### src/rtl/bt_cmd_ctrl.sv
// Bluetooth byte-stream command parser driving the VGA display configuration.
// Optional inter-byte timeout is compiled in with `define BT_CMD_TIMEOUT_EN.
module bt_cmd_ctrl #(
   parameter int         TIMEOUT_CYCLES = 5_000_000,
   parameter logic [7:0] DEFAULT_COLOR  = 8'hFF,
   parameter logic [3:0] DEFAULT_SPEED  = 4'd1
) (
   input  logic       clk,
   input  logic       reset,
   input  logic [7:0] rx_data,
   input  logic       rx_valid,
   output logic       pausa,
   output logic [7:0] color,
   output logic [3:0] speed,
   output logic       cmd_ok,
   output logic       cmd_err,
   output logic       busy,
   output logic [1:0] state_dbg_o
);

   typedef enum logic [1:0] {IDLE, COL_HI, COL_LO, SPD} state_t;

   // rx handshake: a byte is consumed on every clk edge where rx_valid is
   // high; there is no back-pressure, so every strobed byte is processed.

   state_t     state_q;
   logic       pausa_q;
   logic [7:0] color_q;
   logic [3:0] speed_q;
   logic       cmd_ok_q;
   logic       cmd_err_q;
   logic       busy_q;
   logic [3:0] hi_q;

   logic       hex_ok;
   logic [3:0] hex_val;

   if (TIMEOUT_CYCLES < 2) begin : g_bad_timeout
      $error("bt_cmd_ctrl: TIMEOUT_CYCLES must be at least 2");
   end

`ifdef BT_CMD_TIMEOUT_EN
   localparam int                CNT_W    = $clog2(TIMEOUT_CYCLES);
   localparam logic [CNT_W-1:0]  CNT_LAST = CNT_W'(TIMEOUT_CYCLES - 1);
   logic [CNT_W-1:0] cnt_q;
`endif

   // Letters map to 10..15 via their low nibble (1..6) plus 9.
   always_comb begin
      hex_ok  = 1'b1;
      hex_val = 4'h0;
      if (rx_data >= 8'h30 && rx_data <= 8'h39) begin
         hex_val = rx_data[3:0];
      end else if ((rx_data >= 8'h41 && rx_data <= 8'h46) ||
                   (rx_data >= 8'h61 && rx_data <= 8'h66)) begin
         hex_val = rx_data[3:0] + 4'd9;
      end else begin
         hex_ok = 1'b0;
      end
   end

   always_ff @(posedge clk or posedge reset) begin
      if (reset) begin
         state_q   <= IDLE;
         pausa_q   <= 1'b0;
         color_q   <= DEFAULT_COLOR;
         speed_q   <= DEFAULT_SPEED;
         cmd_ok_q  <= 1'b0;
         cmd_err_q <= 1'b0;
         busy_q    <= 1'b0;
         hi_q      <= 4'h0;
`ifdef BT_CMD_TIMEOUT_EN
         cnt_q     <= '0;
`endif
      end else begin
         cmd_ok_q  <= 1'b0;
         cmd_err_q <= 1'b0;
         if (rx_valid) begin
`ifdef BT_CMD_TIMEOUT_EN
            cnt_q <= '0;
`endif
            case (state_q)
               IDLE: begin
                  case (rx_data)
                     8'h31: begin
                        pausa_q  <= ~pausa_q;
                        cmd_ok_q <= 1'b1;
                     end
                     8'h43: begin
                        state_q <= COL_HI;
                        busy_q  <= 1'b1;
                     end
                     8'h53: begin
                        state_q <= SPD;
                        busy_q  <= 1'b1;
                     end
                     8'h52: begin
                        pausa_q  <= 1'b0;
                        color_q  <= DEFAULT_COLOR;
                        speed_q  <= DEFAULT_SPEED;
                        cmd_ok_q <= 1'b1;
                     end
                     8'h0D, 8'h0A: ;
                     default: cmd_err_q <= 1'b1;
                  endcase
               end
               COL_HI: begin
                  if (hex_ok) begin
                     hi_q    <= hex_val;
                     state_q <= COL_LO;
                  end else begin
                     cmd_err_q <= 1'b1;
                     state_q   <= IDLE;
                     busy_q    <= 1'b0;
                  end
               end
               COL_LO: begin
                  if (hex_ok) begin
                     color_q  <= {hi_q, hex_val};
                     cmd_ok_q <= 1'b1;
                  end else begin
                     cmd_err_q <= 1'b1;
                  end
                  state_q <= IDLE;
                  busy_q  <= 1'b0;
               end
               default: begin
                  if (hex_ok) begin
                     speed_q  <= hex_val;
                     cmd_ok_q <= 1'b1;
                  end else begin
                     cmd_err_q <= 1'b1;
                  end
                  state_q <= IDLE;
                  busy_q  <= 1'b0;
               end
            endcase
         end
`ifdef BT_CMD_TIMEOUT_EN
         // A byte arriving on the expiry cycle takes the branch above instead.
         else if (state_q != IDLE) begin
            if (cnt_q == CNT_LAST) begin
               cmd_err_q <= 1'b1;
               state_q   <= IDLE;
               busy_q    <= 1'b0;
               cnt_q     <= '0;
            end else begin
               cnt_q <= cnt_q + 1'b1;
            end
         end else begin
            cnt_q <= '0;
         end
`endif
      end
   end

   assign pausa       = pausa_q;
   assign color       = color_q;
   assign speed       = speed_q;
   assign cmd_ok      = cmd_ok_q;
   assign cmd_err     = cmd_err_q;
   assign busy        = busy_q;
   assign state_dbg_o = state_q;

endmodule

### config.mk
export PLATFORM = sky130hd
export DESIGN_NAME = bt_cmd_ctrl
export DESIGN_NICKNAME = d
export VERILOG_FILES = /design/src/rtl/bt_cmd_ctrl.sv
export SDC_FILE = /design/constraint.sdc
export NUM_CORES = 1
export LEC_CHECK = 0
export BUFFER_PORTS_ARGS = -buffer_cell sky130_fd_sc_hd__buf_2
export CAP_MARGIN = 15
export CORE_MARGIN = 2
export CORE_UTILIZATION = 30
export DETAILED_ROUTE_END_ITERATION = 10
export HOLD_SLACK_MARGIN = 0.15
export PLACE_DENSITY = 0.56
export SLEW_MARGIN = 20
export SYNTH_ARGS = -nofsm -noshare
export SYNTH_HDL_FRONTEND = slang
export SYNTH_SLANG_ARGS = --single-unit
### constraint.sdc
create_clock -name clk -period 2.9 [get_ports clk]
set_clock_uncertainty 0.1 [all_clocks]
set_input_delay 0.435 -clock clk [delete_from_list [all_inputs] [get_ports clk]]
set_output_delay 0.435 -clock clk [all_outputs]
set_load 0.03 [all_outputs]
[Word level (Yosys, flattened, before mapping)]
Index checks and enable logic that the tools add are counted.
Operators by class
  bitwise operators: 2
  order comparisons: 6
  reductions and logical operators: 18
  equality and inequality tests: 13
  muxes and demuxes: 25
  $add $sub $neg: 1
Operators with widths (number)
  equality test 8 x 7 -> 1 bit, second input constant: 3
  equality test 8 x 4 -> 1 bit, second input constant: 2
  greater-or-equal comparator 8 x 7 -> 1 bit, second input constant: 2
  <= comparator 8 x 7 -> 1 bit, second input constant: 2
  2-to-1 mux 4 bit: 4
  2-to-1 mux 8 bit: 2
  one-hot mux 8 bit (2 select lines): 1
  2-to-1 mux 1 bit: 11
  AND reduction 3 bit: 3
  equality test 8 x 6 -> 1 bit, second input constant: 1
  greater-or-equal comparator 8 x 6 -> 1 bit, second input constant: 1
  <= comparator 8 x 6 -> 1 bit, second input constant: 1
  one-hot mux 2 bit (2 select lines): 2
  one-hot mux 4 bit (2 select lines): 1
  AND reduction 4 bit: 2
  inequality test 2 bit, second input constant: 3
  one-hot mux 1 bit (2 select lines): 3
  nonzero test 2 bit: 3
  OR reduction 2 bit: 3
  OR reduction 6 bit: 1
  adder 4 bit, second input constant: 1
  logical AND 1 bit: 3
  inequality test 3 x 1 -> 1 bit, second input constant: 1
  equality test 2 x 1 -> 1 bit, second input constant: 1
  7 further kinds: 8
Storage, ports and cells
  register bits after elaboration: 22
  output and inout port bits: 18
  logic and storage cells: 73
  input port bits: 11

[Logic depth before layout (Yosys ltp)]
  depth in word-level cells: 8
  depth in mapped cells: 8
  gate-level depth less buffers: 7

[Worst setup path after synthesis]
Ideal clock, no wire load.
  path type: input -> register
  start: input rx_data[7]
  end: register hi_q[1]
  setup slack: 707 ps
  data arrival time: 1965 ps
  path buffers: 1
  library setup time: 128 ps
  data required time: 2672 ps
  cell stages on the path: 5
  path through: or3b_1 > or4_1 > buf_6 > a21oi_4 > mux2_1
On the way
  cells in the longest elaborated chain, start to end: 6
  elaborated cells on any way between the ends: 15
  those cells by class: order compare: 6; mux: 4; reduce/logical: 5
RTL lines
  start: declaration: RTL line 10  | input logic [7:0] rx_data,
  greater-or-equal comparator 8 x 7 -> 1 bit (tied with other cells): RTL line 54  | end else if ((rx_data >= 8'h41 && rx_data <= 8'h46) ||
  logical AND 1 bit, on equally long branches: RTL line 54, 55
  logical OR 1 bit: RTL line 54
  2-to-1 mux 1 bit: RTL line 54
  2-to-1 mux 1 bit: RTL line 52  | if (rx_data >= 8'h30 && rx_data <= 8'h39) begin
  AND reduction 3 bit (no line)
  end signal: assignment: RTL line 109  | hi_q <= hex_val;
  end: declaration: RTL line 33  | logic [3:0] hi_q;
Several ways; a longest one is shown, not always the timed one.
A chain may end at the register's enable or synchronous reset.

[Worst setup path after layout]
  start: input rx_data[0]
  end: register hi_q[1]
Same word-level chain as after synthesis.

==> metrics.txt <==
outcome complete, no violations; Worst-path clk slew about 0.070 ns; post-CTS sizing 0; DRT Pass-1 Iters 4; max-slew violations 0; XOR/XNOR Fraction of Synth Area 0%; Slowest-stage cell, CP or4_1; Placed Area approximately 1500 µm²; Tcrit/Tclk final 79.4%; design internal power ~0.00075 W; vias in the first global route 1230; initial DRC count 35; peak supply drop just over 400 µV; later-pin clock latency in the skew report 0.26 ns; total core area roughly 4300 µm²; Adder-Cell Fraction of Synth Area 6.55%; number of synthesized flops with an enable pin 0; CTS Buf Count 3; Final #Nets between 150 and 200; die area 5010 µm²; initial antenna violation count 0; Mapped Cells 134; Die Y 70.8 µm; Post-CTS Setup Bufs 0; Storage cell area approximately 560 µm²; Detail Route Antenna Nets 0; I/O pins 29; Synth Area in Compound Gates between 20% and 30%; kind of critical path primary input to register; CP endpoint kind register; Yosys reg bits 22; # rows 24; syn avg cell area 9.98 µm²; CTS Hold Bufs 0; total power roughly 0.0013 W; Post-Route WL 3220 µm; post-synth cell types 50; portion of netlist area occupied by mux cells under 10%; actual slew at the worst max-slew pin 0.786 ns; fmax roughly 430 MHz; drt wl/cell approximately 15 µm; part of the power in combinational logic 45.1%; Mapped Area about 1300 µm²; simple-gate share of the synthesized area a little under a fifth; largest net degree at the start of global routing 23; HP Class primary input to async pin; ys async rst share 100%; Setup WS pre-CTS roughly 0.34 ns; worst setup margin about 0.6 ns; syn nets approximately 150; # diodes 0; switching power between 0.0005 and 0.0006 W; Vias ~1100; clock power share 16.8%; Pleak 0.713 nW; CP Max Fanout 9; GP Congestion 0.933; Seq pwr share 38.1%; Total Routing Usage GR a little over an eighth; Initial Util a little under a third; Final Hold Vio Count 0; Fillers about 470; Net Sw Frac 40.7%; Vias/cell roughly 5.3; RSZ-0062 raised after global routing false; Worst R2R Path Depth 7; footprint of the multi-input gates ~720 µm²; predominant post-synthesis flop cell dfrtp_1; power density over the cells roughly 800 nW/µm²; Tmin final 2.30 ns; grt ovf 0; PortBufs 28; H-tree Lvls 1; combinational family with the most area after synthesis compound AO/OA/AOI/OAI gates; CP arrival 2.35 ns; first-pass GRT wire length between 5000 and 6000 µm; CTS tree done; Critical Path Max Stage Delay around 0.7 ns; number of remaining DRC errors 0; ratio of cells with drive above 1 in the final layout 32.3%; Root Buffer clkbuf_8; CTS sink cnt 22; Final Util between 30 and 40%; post-route cell area around 1600 µm²; Worst setup SP type primary input; Rel. slew slack between 40% and 50%; HPWL after detailed placement approximately 2500 µm; synth-to-layout area growth 18.8%; CP cell instances buf_2 > inv_1 > ha_1 > nor3b_1 > or4_1 > a21oi_4 > mux2_1; Crit path required time 2.94 ns; sequential area share after synthesis 42.0%; # setup viols final 0; yosys warns 0; maximum buffer depth of the clock tree 2; maxcap violations 0; setup TNS 0 ns; Die Width about 70 µm
stage by stage:
stage                     cells  hold slack (ns)
after global placement      212            0.372
after global routing        216            0.288
after detailed placement    212            0.376
final                       216            0.211
after CTS                   216            0.244
after floorplan             134            0.318
cells in the final DEF, fill, tap and decap left out, drive strengths merged, types with 2 or more instances in the layout:
cell      n
o21ai     9
nor2      9
nor3b     2
ha        7
a31oi     4
dfrtp    13
inv       8
nor2b     3
nand2b    4
buf      30
or4       2
nand3     2
mux2      2
nand2    10
and3      3
a22oi     3
dfstp     9
a2bb2oi   2
o22a      5
nor4      2
a21oi    11
clkbuf    4
nor3      2
final timing paths:
| check | from | to | slack, ns |
|---|---|---|---|
| worst max register to register | state_dbg_o[0] | color[1] | 0.76 |
| worst min register to register | color[3] | color[3] | 0.39 |
| worst min-delay path | reset | cmd_ok | 0.21 |
| min in group clk | color[3] | color[3] | 0.39 |
| max in group asynchronous | reset | hi_q[0] | 2.00 |
| worst max-delay path | rx_data[0] | hi_q[1] | 0.60 |
area by class of cell:
type,instances,share of cell area [%]
Tap cell,52,4.09
Multi-Input combinational cell,100,45.4
Sequential cell,22,35.4
Timing Repair Buffer,30,9.76
Clock buffer,4,3.46
Inverter,8,1.89
metal layers:
layer  GRT usage [%]  vias up  part of all wire (%)
li1                -      563                     -
met1            18.3      550                    48
met2            23.5       22                    48
met3            3.42        2                   3.2
met4            1.26        0                  0.19
met5               0        -                     0
kinds of logic after synthesis:
| group | count (synthesis) |
|---|---|
| AO/OA/AOI/OAI | 47 |
| adder cells (fa/ha/maj) | 7 |
| buffers and inverters | 12 |
| flip-flops | 22 |
| multiplexers | 3 |
| AND/OR/NAND/NOR | 43 |
power by group through the flow:
stage | Clock (W) | Combinational, W | Sequential [W]
floorplan | 0 | 0.000245 | 0.000654
global placement | 0 | 0.000566 | 0.000487
detailed placement | 0 | 0.000574 | 0.000489
CTS | 0.000222 | 0.000577 | 0.000485
global route | 0.000238 | 0.000624 | 0.000496
finish | 0.000212 | 0.000571 | 0.000483
synth_stat cells, types with 4 or more instances:
cell | number | area (µm²)
inv_1 | 8 | 30.0
o21ai_0 | 6 | 30.0
o22a_1 | 5 | 43.8
a21oi_1 | 9 | 45.0
nor2_1 | 9 | 33.8
nand2_1 | 8 | 30.0
a31oi_1 | 4 | 25.0
ha_1 | 7 | 87.6
dfrtp_1 | 13 | 325
dfstp_2 | 9 | 236
critical path: cells and delay by family:
| kind | cells | cell delay [ns] |
|---|---|---|
| simple gates | 2 | 0.85 |
| mux | 1 | 0.33 |
| buf+inv | 2 | 0.26 |
| compound gates | 1 | 0.24 |
| fa+ha+maj | 1 | 0.22 |
state kept, by name, summed over array words and instances, names as in the netlist:
name / flops
busy: 1
cmd_err: 1
cmd_ok: 1
color: 8
hi_q: 4
pausa: 1
speed: 4
state_dbg_o: 2
No activity file was read; power rests on OpenSTA's default activity.
